===== src/rtl/word_slice_serializer_pkg.sv =====
// Shared types and helpers for the word slice serializer family.
// next_nonzero_idx is only referenced when SPLITTER_ZERO_SKIP_EN is defined.
package splitter_pkg;

   typedef enum logic {
      S_IDLE,
      S_SEND
   } state_t;

   localparam int unsigned DEF_WIDTH = 32;
   localparam int unsigned DEF_SLICE = 8;
   localparam int unsigned MAX_N     = 64;

   typedef struct packed {
      logic       found;
      logic [5:0] idx;
   } nz_result_t;

   // Scans the nonzero-slice mask from 'from' in the given direction;
   // 'inclusive' decides whether 'from' itself is a candidate.
   function automatic nz_result_t next_nonzero_idx(
      input logic [MAX_N-1:0] mask,
      input int unsigned      n,
      input int unsigned      from,
      input logic             msb,
      input logic             inclusive
   );
      nz_result_t  r;
      int unsigned j;
      logic        in_range;
      r = '0;
      for (int unsigned k = 0; k < MAX_N; k++) begin
         j = msb ? (MAX_N - 1 - k) : k;
         if (msb) in_range = inclusive ? (j <= from) : (j < from);
         else     in_range = inclusive ? (j >= from) : (j > from);
         if (!r.found && (j < n) && in_range && mask[j]) begin
            r.found = 1'b1;
            r.idx   = 6'(j);
         end
      end
      return r;
   endfunction

endpackage


===== src/rtl/word_slice_serializer_slice_mux.sv =====
// Combinational slice selector: returns word[idx*SLICE +: SLICE].
module slice_mux #(
   parameter int unsigned WIDTH = 32,
   parameter int unsigned SLICE = 8,
   parameter int unsigned IDXW  = $clog2(WIDTH / SLICE)
) (
   input  logic [WIDTH-1:0] word,
   input  logic [IDXW-1:0]  idx,
   output logic [SLICE-1:0] slice
);

   localparam int unsigned N = WIDTH / SLICE;

   always_comb begin
      slice = '0;
      for (int unsigned i = 0; i < N; i++) begin
         if (idx == IDXW'(i)) slice = word[i*SLICE +: SLICE];
      end
   end

endmodule


===== src/rtl/word_slice_serializer.sv =====
// Latches a WIDTH-bit word and streams it as WIDTH/SLICE slices, LSB- or MSB-first.
// Optional SPLITTER_ZERO_SKIP_EN: all-zero slices are skipped.
module word_slice_serializer
   import splitter_pkg::*;
#(
   parameter int unsigned WIDTH = DEF_WIDTH,
   parameter int unsigned SLICE = DEF_SLICE
) (
   input  logic                              clk,
   input  logic                              reset,
   input  logic                              in_valid,
   output logic                              in_ready,
   input  logic [WIDTH-1:0]                  in_data,
   input  logic                              msb_first,
   output logic                              out_valid,
   input  logic                              out_ready,
   output logic [SLICE-1:0]                  out_data,
   output logic [$clog2(WIDTH/SLICE)-1:0]    out_idx,
   output logic                              out_last
);

   localparam int unsigned N    = WIDTH / SLICE;
   localparam int unsigned IDXW = $clog2(N);
   localparam logic [IDXW-1:0] IDX_LAST = IDXW'(N - 1);

   state_t            state_q, state_d;
   logic [WIDTH-1:0]  word_q, word_d;
   logic              mode_q, mode_d;
   logic [IDXW-1:0]   idx_q, idx_d;
   logic [IDXW-1:0]   start_idx, step_idx;
   logic              last_int;
   logic              accept, beat;

`ifdef SPLITTER_ZERO_SKIP_EN
   logic [MAX_N-1:0] mask_q, mask_in;
   nz_result_t       nz_start, nz_step;

   // An all-zero word falls back to the nominal start index and is its own last beat.
   always_comb begin
      mask_q  = '0;
      mask_in = '0;
      for (int unsigned i = 0; i < N; i++) begin
         mask_q[i]  = |word_q[i*SLICE +: SLICE];
         mask_in[i] = |in_data[i*SLICE +: SLICE];
      end
      nz_start = next_nonzero_idx(mask_in, N, msb_first ? (N - 1) : 0, msb_first, 1'b1);
      nz_step  = next_nonzero_idx(mask_q, N, 32'(idx_q), mode_q, 1'b0);
      if (nz_start.found) start_idx = IDXW'(nz_start.idx);
      else                start_idx = msb_first ? IDX_LAST : '0;
      step_idx = IDXW'(nz_step.idx);
      last_int = !nz_step.found;
   end
`else
   always_comb begin
      start_idx = msb_first ? IDX_LAST : '0;
      step_idx  = mode_q ? (idx_q - IDXW'(1)) : (idx_q + IDXW'(1));
      last_int  = mode_q ? (idx_q == '0) : (idx_q == IDX_LAST);
   end
`endif

   always_ff @(posedge clk) begin
      if (reset) begin
         state_q <= S_IDLE;
         word_q  <= '0;
         mode_q  <= 1'b0;
         idx_q   <= '0;
      end else begin
         state_q <= state_d;
         word_q  <= word_d;
         mode_q  <= mode_d;
         idx_q   <= idx_d;
      end
   end

   // A final beat and a new accept in the same cycle reload directly: no bubble.
   always_comb begin
      state_d   = state_q;
      word_d    = word_q;
      mode_d    = mode_q;
      idx_d     = idx_q;
      out_valid = (state_q == S_SEND);
      out_last  = out_valid && last_int;
      in_ready  = !reset && ((state_q == S_IDLE) || (out_last && out_ready));
      accept    = in_valid && in_ready;
      beat      = out_valid && out_ready;

      case (state_q)
         S_IDLE: ;
         S_SEND: begin
            if (beat) begin
               if (out_last) state_d = S_IDLE;
               else          idx_d   = step_idx;
            end
         end
         default: state_d = S_IDLE;
      endcase

      if (accept) begin
         state_d = S_SEND;
         word_d  = in_data;
         mode_d  = msb_first;
         idx_d   = start_idx;
      end
   end

   assign out_idx = idx_q;

   slice_mux #(
      .WIDTH (WIDTH),
      .SLICE (SLICE),
      .IDXW  (IDXW)
   ) u_slice_mux (
      .word  (word_q),
      .idx   (idx_q),
      .slice (out_data)
   );

endmodule

===== config.mk =====
export PLATFORM = sky130hd
export DESIGN_NAME = word_slice_serializer
export DESIGN_NICKNAME = d
export VERILOG_FILES = /design/src/rtl/word_slice_serializer_pkg.sv /design/src/rtl/word_slice_serializer_slice_mux.sv /design/src/rtl/word_slice_serializer.sv
export SDC_FILE = /design/constraint.sdc
export NUM_CORES = 1
export LEC_CHECK = 0
export CAP_MARGIN = 10
export CORE_MARGIN = 2
export CORE_UTILIZATION = 51
export DETAILED_ROUTE_END_ITERATION = 10
export PLACE_DENSITY = 0.84
export SYNTH_ARGS = -nofsm -noshare
export SYNTH_HDL_FRONTEND = slang
export SYNTH_SLANG_ARGS = --single-unit

===== constraint.sdc =====
create_clock -name clk -period 3.15 [get_ports clk]
set_input_delay 0.4725 -clock clk [delete_from_list [all_inputs] [get_ports clk]]
set_output_delay 0.4725 -clock clk [all_outputs]
set_load 0.02 [all_outputs]

After elaboration in Yosys (flattened, before gate mapping) --
Index checks and enable logic that the tools add are counted.
Storage, ports and cells: bits in registers 36, bits in latches 0, RAM bits 0, ROM bits 0, bits of input ports 37, output and inout port bits 13, word-level logic and storage cells 37, memories 0
Cells by class: $add $sub $neg 2, $mul 0, div/mod/pow operators 0, order comparisons 0, equal/unequal tests 4, shifts and indexed selects 0, mux-type cells 15, bitwise logic cells 1, reduce and logical (&&, ||, !) cells 11
Operator list (number):
- 2-to-1 mux 8 bit | 4
- 2-to-1 mux 2 bit | 6
- logical AND 1 bit | 5
- 2-to-1 mux 1 bit | 5
- == test 2 bit, second input constant | 2
- nonzero test 2 bit | 2
- AND reduction 3 bit | 1
- adder 2 x 1 -> 2 bit, second input constant | 1
- == test 2 x 1 -> 1 bit, second input constant | 1
- zero test 2 bit | 1
- inequality test 2 x 1 -> 1 bit, second input constant | 1
- subtractor 2 x 1 -> 2 bit, second input constant | 1
- zero test 1 bit | 1
- logical OR 1 bit | 1
- NOT 1 bit | 1

Depth between registers and ports, before layout --
word-level depth 9, depth in mapped cells 9, depth with buffers taken out 6

Modules after synthesis --
A second synthesis with hierarchy kept.
Unflattened totals: cells, all modules 189, area total of the unflattened synthesis 1641.6 um2
Modules (own cells, without submodules):
- word_slice_serializer | times used 1, cells an instance 179, area an instance 1445.1 um2, sequential area each 720.7 um2
- slice_mux | times used 1, cells an instance 10, area an instance 196.4 um2, sequential area each 0.0 um2

Worst setup path before layout --
Ideal clock, no wire load.
path type flip-flop to output port, start point reg idx_q[0], in the netlist out_idx[0], end point out out_data[5], arrival time 1.822 ns, data required time 2.677 ns, setup slack 0.855 ns, stages on the path, launching flop included 8, buffers on the path 2, path through dfxtp_1 -> inv_1 -> ha_1 -> clkbuf_1 -> clkbuf_1 -> a21oi_1 -> a21oi_1 -> o21ai_0
On the way: word-level cells in the longest chain between the ends 5, elaborated cells on any way between the ends 8, classes of those cells eq/ne (3); mux (4); reduce/logical (1)
RTL lines:
- from (decl) | line word_slice_serializer.sv:29 | logic [IDXW-1:0] idx_q, idx_d;
- from (signal assigned) | line word_slice_serializer.sv:71 | idx_q <= idx_d;
- zero test 2 bit | line word_slice_serializer_slice_mux.sv:17 | if (idx == IDXW'(i)) slice = word[i*SLICE +: SLICE];
- 2-to-1 mux 8 bit (3 in series) | line word_slice_serializer_slice_mux.sv:17
- 2-to-1 mux 8 bit * | line word_slice_serializer_slice_mux.sv:17
- to (decl) | line word_slice_serializer.sv:17 | output logic [SLICE-1:0] out_data,
Mark *: on every way between the ends. The rest lies on a longest branch, timed or not.

Final worst setup path --
start point reg idx_q[1], in the netlist out_idx[1], end point out out_data[0]
The elaborated chain is that of the path after synthesis.

==> results.md <==
- Clock period minus final worst setup slack: around 2900 ps
- Row count: 21
- Fillers: 300
- Max-slew headroom: 0.690
- Layout cells sized above 1: 0.0471
- Num CTS Buffers: 5
- Slew Limit Fails: 0
- Final TNS setup: 0 ps
- Final cell count without fillers: about 320
- Mapped Cells: 231
- First-pass GRT wire length: just under 7 mm
- Initial DRC Count: 79
- Clock Skew: 3.53 ps
- Top delay family on crit path: buffers and inverters
- Cell Area, Placed: around 2300 um^2
- Final Hold Viols: 0
- Register area share after synthesis: 0.398
- Final Setup Violations: 0
- Min-Delay Startpoint: word_q[24]
- Worst setup EP type: output port
- Crit path cell chain: inv_1 > ha_1 > nand3b_1 > a21oi_1 > a21oi_1 > o21ai_0 > clkdlybuf4s50_1
- Synth area leader: dfxtp_1
- Vias in the first global route: 1546
- Placeable Area: about 3400 um^2
- Fmax achieved: roughly 0.34 GHz
- Worst slew pin tran: 464 ps
- FF-to-FF End: word_q[29]
- Total number of vias: ~1600
- Final worst-path cycle share: 0.925
- Die area: about 4000 um^2
- Initial Util: 0.538
- Htree depth: 2
- Adder-Cell Fraction of Synth Area: 0.0276
- Critical path buffers and inverters: 2
- Reg clk slew, reported paths: around 100 ps
- Main combinational cell family by area after synthesis: simple AND/OR/NAND/NOR gates
- Drt pass-1 iters: 4
- Crit path top cell by count: a21oi_1
- Share of the synthesized area in the top cell type: 0.398
- Static Leak: approximately 0.84 nW
- Flops & latches, synth: 36
- Via density: between 5 and 6
- Fin util: 0.702
- Maximum clock insertion buffer count: 2
- Die Y: about 64 um
- Synth Net Count: 272
- EDFF count, synth: 0
- Mapped Avg Cell Area: 7.84 um^2
- XOR/XNOR Fraction of Synth Area: 0.00484
- Worst Hold Depth: 2
- Fin area: about 2400 um^2
- Total grt overflow: 0
- Pwr Density: between 400 and 500 nW/um^2
- CTS tree: yes
- Final GP Congestion: a little under 0.8
- R2r setup slk: 1130 ps
- Req. time, crit path: about 2700 ps
- Outcome: finished clean
- Mapped Area: 1810 um^2
- Placed Cells incl. Taps: 314
- Proportion of synthesized area in mux cells: 0.0180
- Kind of critical path: reg -> out
- Final setup margin: around 240 ps
- Peak VDD IR: approximately 0.25 mV
- Die Span X: 63.6 um
- Diode count: 0
- Tightest hold margin: 482 ps
- Antenna Nets Post-Route: 0
- Port Buffers: 49
- Root Buffer: clkbuf_4
- Worst reg-to-reg path cell count: 6
- Nets: about 320
- WHS Endpoint: word_q[24]
- Synth Flop Type: dfxtp_1
- Post-CTS Setup Repair Bufs: 0
- CTS Sinks: 36
- WL final: slightly above 4 mm
- Compound-gate portion of the synthesized area: 0.200
- Pre-CTS setup slack: slightly above 600 ps
- Detail Placement HPWL: just under 3 mm
- Io pins: 50
- Final Power: 1.02 mW
- Synth unique cells: 26
- Clk_lat worst skew: between 300 and 400 ps
- Worst min-delay path category: reg -> reg
- Routed length per instance: approximately 13 um
- Total of max-cap violations: 0
- GRT Util Overall: 0.218
- Asr flop ratio synth: 0
- Area Growth Syn to Fin: 30.4%
- Worst Path Max Fanout: 16
- Drt drc: 0
- Slowest cell on the critical path: clkdlybuf4s50_1
- R2r startpoint: out_idx[0]
- Setup crit start kind: flop
- Post-Synth Simple-Gate Area: 0.290
- CP peak stage delay: around 630 ps
- Initial antenna violation count: 0
- Top cells by area, synth: dfxtp_1 40%, nand2b_1 12%, o21ai_0 11%, nand2_1 11%, a21oi_1 4.7%
- RSZ-0062 raised after global routing: false
- Largest net degree at the start of global routing: 33
- Synth warn: 0
- Critical path arrival: roughly 2400 ps
repair_timing:
item / CTS / global route
resized for setup: 0 / 1
hold buffers: 0 / 0
setup endpoints to repair: 0 / 1
cell type report:
cell class                 instances  area [um^2]  share of cell area
timing repair buffer              53          536               0.227
inverter                           3         11.3             0.00477
tap                               46         57.6              0.0244
sequential                        36          721               0.305
clock buffer                       8         58.8              0.0249
multi-input combinational        176          977               0.414
worst min-delay path: stages, from the launching register on:
cell and delay [ps]:
dfxtp_1 330, nand2b_1 60, o21ai_0 60
cell families (layout without fill, tap and decap cells):
| logic type | Yosys count | after routing |
|---|---|---|
| adders and majority gates | 4 | 4 |
| DFF | 36 | 36 |
| muxes | 2 | 2 |
| xor gates and xnor gates | 1 | 1 |
| and+or+nand+nor | 105 | 105 |
| buffers and inverters | 19 | 64 |
| AOI/OAI and AO/OA | 64 | 64 |
per-layer routing:
metal / routed length [um] / global-route usage / up-vias
met4: 108 / 0.0978 / 0
met1: 1960 / 0.286 / 729
met3: 201 / 0.0554 / 12
met2: 1770 / 0.336 / 47
li1: - / - / 857
met5: 0 / 0 / -
worst max-delay path by stage:
stage | startpoint | endpoint | slack (ps) | cells past startpoint
after global routing | out_idx[1] | out_data[5] | 20 | 7
after detailed placement | out_idx[1] | out_data[0] | 610 | 7
after CTS | out_idx[1] | out_data[0] | 220 | 7
after global placement | out_idx[1] | out_data[6] | 700 | 7
final | out_idx[1] | out_data[0] | 240 | 7
after floorplan | out_idx[0] | out_data[5] | 860 | 7
cell usage after synthesis, drive strengths merged, types with 2 or more instances:
library cell and n:
a21oi 17, buf 6, clkbuf 10, dfxtp 36, ha 4, inv 3
mux2i 2, nand2 51, nand2b 35, nand3b 9, nor2 7, o21ai 41
flip-flops by register name, summed over array words and instances, names as in the netlist:
register,cells
word_q,32
out_idx,2
out_valid,1
mode_q,1
layout by cell type, fill, tap and decap left out, drive strengths merged, types with 2 or more instances in the layout:
master and instances:
inv 3, nand2b 35, a21oi 17, ha 4, nand2 51, mux2i 2, dfxtp 36, clkbuf 8
buf 4, clkdlybuf4s50 48, nand3b 9, nor2 7, o21ai 41
power breakdown:
group          switching [mW]  internal (mW)  total (mW)
Clock                   0.143          0.110       0.253
Sequential             0.0286          0.492       0.520
Combinational           0.119          0.128       0.248
No activity file was read; power rests on OpenSTA's default activity.
